`config.mk`:
```
export PLATFORM = sky130hd
export DESIGN_NAME = prbs31_adv
export DESIGN_NICKNAME = d
export VERILOG_FILES = /design/src/rtl/prbs31_checker_pkg.sv /design/src/rtl/prbs31_checker_adv.sv
export SDC_FILE = /design/constraint.sdc
export NUM_CORES = 1
export LEC_CHECK = 0
export BUFFER_PORTS_ARGS = -buffer_cell sky130_fd_sc_hd__buf_4
export CAP_MARGIN = 40
export CELL_PAD_IN_SITES_DETAIL_PLACEMENT = 0
export CELL_PAD_IN_SITES_GLOBAL_PLACEMENT = 1
export CORE_UTILIZATION = 20
export DETAILED_ROUTE_END_ITERATION = 10
export PLACE_DENSITY_LB_ADDON = 0.1
export SETUP_SLACK_MARGIN = 0.15
export SYNTH_ARGS = -nofsm -noshare
export SYNTH_HDL_FRONTEND = slang
export SYNTH_SLANG_ARGS = --single-unit
```
`constraint.sdc`:
```
create_clock -name vclk -period 1.89
set_input_delay 0.2835 -clock vclk [all_inputs]
set_output_delay 0.2835 -clock vclk [all_outputs]
set_load 0.1 [all_outputs]
```
`src/rtl/prbs31_checker_pkg.sv`:
```
// PRBS31 shared definitions: checker states, taps and the 64-bit advance.
// s[n] = s[n-31] ^ s[n-28]; bit 0 of a word is the earliest in time.
package prbs31_checker_pkg;

  localparam int unsigned PRBS_ORD   = 31;
  localparam int unsigned PRBS_TAP_A = 31;
  localparam int unsigned PRBS_TAP_B = 28;
  localparam int unsigned PRBS_W     = 64;

  typedef enum logic [1:0] {
    UNLOCKED = 2'd0,
    LOCKING  = 2'd1,
    LOCKED   = 2'd2
  } prbs_chk_st_t;

  typedef struct packed {
    logic [PRBS_W-1:0]   bits;
    logic [PRBS_ORD-1:0] state;
  } prbs_adv_t;

  // state[0] is the oldest bit s[n-31], state[30] the newest s[n-1]
  function automatic prbs_adv_t prbs31_adv64(
    input logic [PRBS_ORD-1:0] seed
  );
    prbs_adv_t           r;
    logic [PRBS_ORD-1:0] st;
    logic                b;
    st     = seed;
    r.bits = '0;
    for (int i = 0; i < PRBS_W; i++) begin
      b         = st[PRBS_ORD-PRBS_TAP_A]
                ^ st[PRBS_ORD-PRBS_TAP_B];
      r.bits[i] = b;
      st        = {b, st[PRBS_ORD-1:1]};
    end
    r.state = st;
    return r;
  endfunction

endpackage

```
`src/rtl/prbs31_checker_adv.sv`:
```
// Combinational 64-bit parallel PRBS31 advance.
// Shared between the PRBS31 generator and checker.
module prbs31_adv
  import prbs31_checker_pkg::*;
(
  input  logic [PRBS_ORD-1:0] seed_i,
  output logic [PRBS_W-1:0]   bits_o,
  output logic [PRBS_ORD-1:0] state_o
);

  prbs_adv_t adv;

  // unrolled 64-step advance of the seed
  always_comb begin
    adv = prbs31_adv64(seed_i);
  end

  assign bits_o  = adv.bits;
  assign state_o = adv.state;

endmodule

```
==> impl_metrics.tcl <==
set metrics [dict create \
    row_count 23 \
    drive_gt1_share_pct 97.4 \
    fin_crit_ps 1600 \
    slowest_delay_ps 390 \
    drc 0 \
    boundaryPins 126 \
    viasPerCell 3.80 \
    cts_setup_buffers 0 \
    antenna_found_initial 0 \
    wirelength_mm 2.63 \
    io_buffer_count 126 \
    grt_pass1_wl_mm 3.98 \
    setup_violations 0 \
    clockPowerShare_pct 0 \
    grt_setup_unrepaired "no" \
    switchingPower_mw 2.08 \
    power_frac_seq_pct 0 \
    ant_nets 0 \
    cp.required_ps 1610 \
    seq_area_um2 0 \
    hold_violations 0 \
    gr-total-overflow 0 \
    syn-cell-area_um2 833 \
    slew_headroom_pct 72.1 \
    whs_endpoint "bits_o[32]" \
    grt_max_degree 6 \
    synth.distinct_cells 7 \
    drt-wirelength-per-cell_um 10.8 \
    cp-end-kind "output pin" \
    arrival_ps 1320 \
    synth_area_leader_cell "xor2_1" \
    die_x_um 66.6 \
    hold_depth 3 \
    cts_resized 0 \
    top_usage_layer "met2" \
    pwr_density_cell_mw_per_mm2 1060 \
    status "complete, no violations" \
    routabilityCongestion 0.713 \
    final_common_cell "buf_4" \
    nFlopsAndLatches 0 \
    gr-usage-met1_pct 13.1 \
    total_power_mw 2.60 \
    crit_chain "buf_4, xnor2_1, xnor2_4, buf_4" \
    slew_viol_final 0 \
    grt_use_met2_pct 22.2 \
    grt_use_total_pct 11.2 \
    tightest_slew_ps 416 \
    die-area_mm2 0.00443 \
    coreArea_mm2 0.00400 \
    nClkBuffers 0 \
    syn_inst 100 \
    max_freq_ghz 0.624 \
    placed_area_mm2 0.00244 \
    firstDrtPassIters 4 \
    synth_warnings 0 \
    min_path_type "input port to output pin" \
    path_class "input port to output pin" \
    cpMaxStageDelayCell "xnor2_1" \
    hp-start "seed_i[1]" \
    intPower_mw 0.519 \
    hpwl_mm 2.58 \
    synth.area.top_cells "xor2_1 (55%), buf_4 (28%), xnor2_1 (12%)" \
    ys_seq_area_share_pct 0 \
    crit_path_max_fanout 5 \
    layout_common_cells "buf_4 (127), xor2_4 (30), xor2_2 (23), xnor2_2 (6), xnor2_4 (4)" \
    initial_core_util_pct 20.8 \
    netSwitchingFraction_pct 80.1 \
    final_area_mm2 0.00245 \
    met3_usage_pct 1.88 \
    synthToLayoutAreaGrowth_pct 194 \
    vias 931 \
    antenna_cells 0 \
    first_global_vias 860 \
    cap_violations 0 \
    ir_worst_vdd_mv 0.623 \
    dr.first_iter.drc_count 10 \
    syn_area_per_cell_um2 8.33 \
    finalCritPeriodShare_pct 84.9 \
    num-nets-final 228 \
    crit_top_cell "buf_4" \
    power_frac_comb_pct 100.0 \
    synth_top_area_share_pct 54.7 \
    power.leakage_nw 1.06 \
    synth_nets 131 \
    dieHeight_um 66.6 \
    critPathLaunchType "input port" \
    holdBufCountCts 0 \
]
==> per-layer routing <==
layer | vias up | share of wire (%)
li1 | 427 | -
met1 | 434 | 30
met2 | 70 | 57
met3 | 0 | 12
met4 | 0 | 0
met5 | - | 0
==> cell usage after synthesis <==
master and count:
xnor2_1 11, buf_2 1, inv_1 3, xor2_2 1
xnor2_2 1, buf_4 31, xor2_1 52
==> worst max-delay path, delay by kind of cell <==
family	cells	cell delay [ps]
xor gates and xnor gates	2	560
buffers and inverters	2	480
==> how the worst max path moves through the flow <==
stage | start | endpoint | slack, ps
after floorplan | seed_i[3] | state_o[26] | -400
after global placement | seed_i[5] | bits_o[58] | 240
after detailed placement | seed_i[5] | state_o[25] | 220
after CTS | seed_i[5] | state_o[25] | 220
after global routing | seed_i[10] | bits_o[63] | 250
final | seed_i[10] | bits_o[63] | 290
==> power groups by stage <==
stage | combinational [mW] | clock (mW) | sequential, mW
floorplan | 2.22 | 0 | 0
global placement | 2.61 | 0 | 0
detailed placement | 2.62 | 0 | 0
CTS | 2.62 | 0 | 0
global route | 2.66 | 0 | 0
finish | 2.60 | 0 | 0
==> cell families after synthesis <==
family | Yosys count | synth area share, %
buf+inv | 35 | 29.9
xor+xnor | 65 | 70.1
==> per-stage QoR <==
step	setup TNS [ps]	setup WS, ps	std cells	utilization (%)	hold WS (ps)
global placement	0	242	245	61.1	971
floorplan	-1850	-398	100	-	767
finish	0	286	245	61.3	967
global route	0	253	245	61.3	980
detailed placement	0	219	245	61.1	970
CTS	0	217	245	61.1	971
==> final cells by class <==
class	count	area, um^2
Tap cell	50	62.6
Multi-Input combinational cell	65	1430
Timing Repair Buffer	127	953
Fill cell	313	1550
Inverter	3	11.3
No activity file was read; power rests on OpenSTA's default activity.
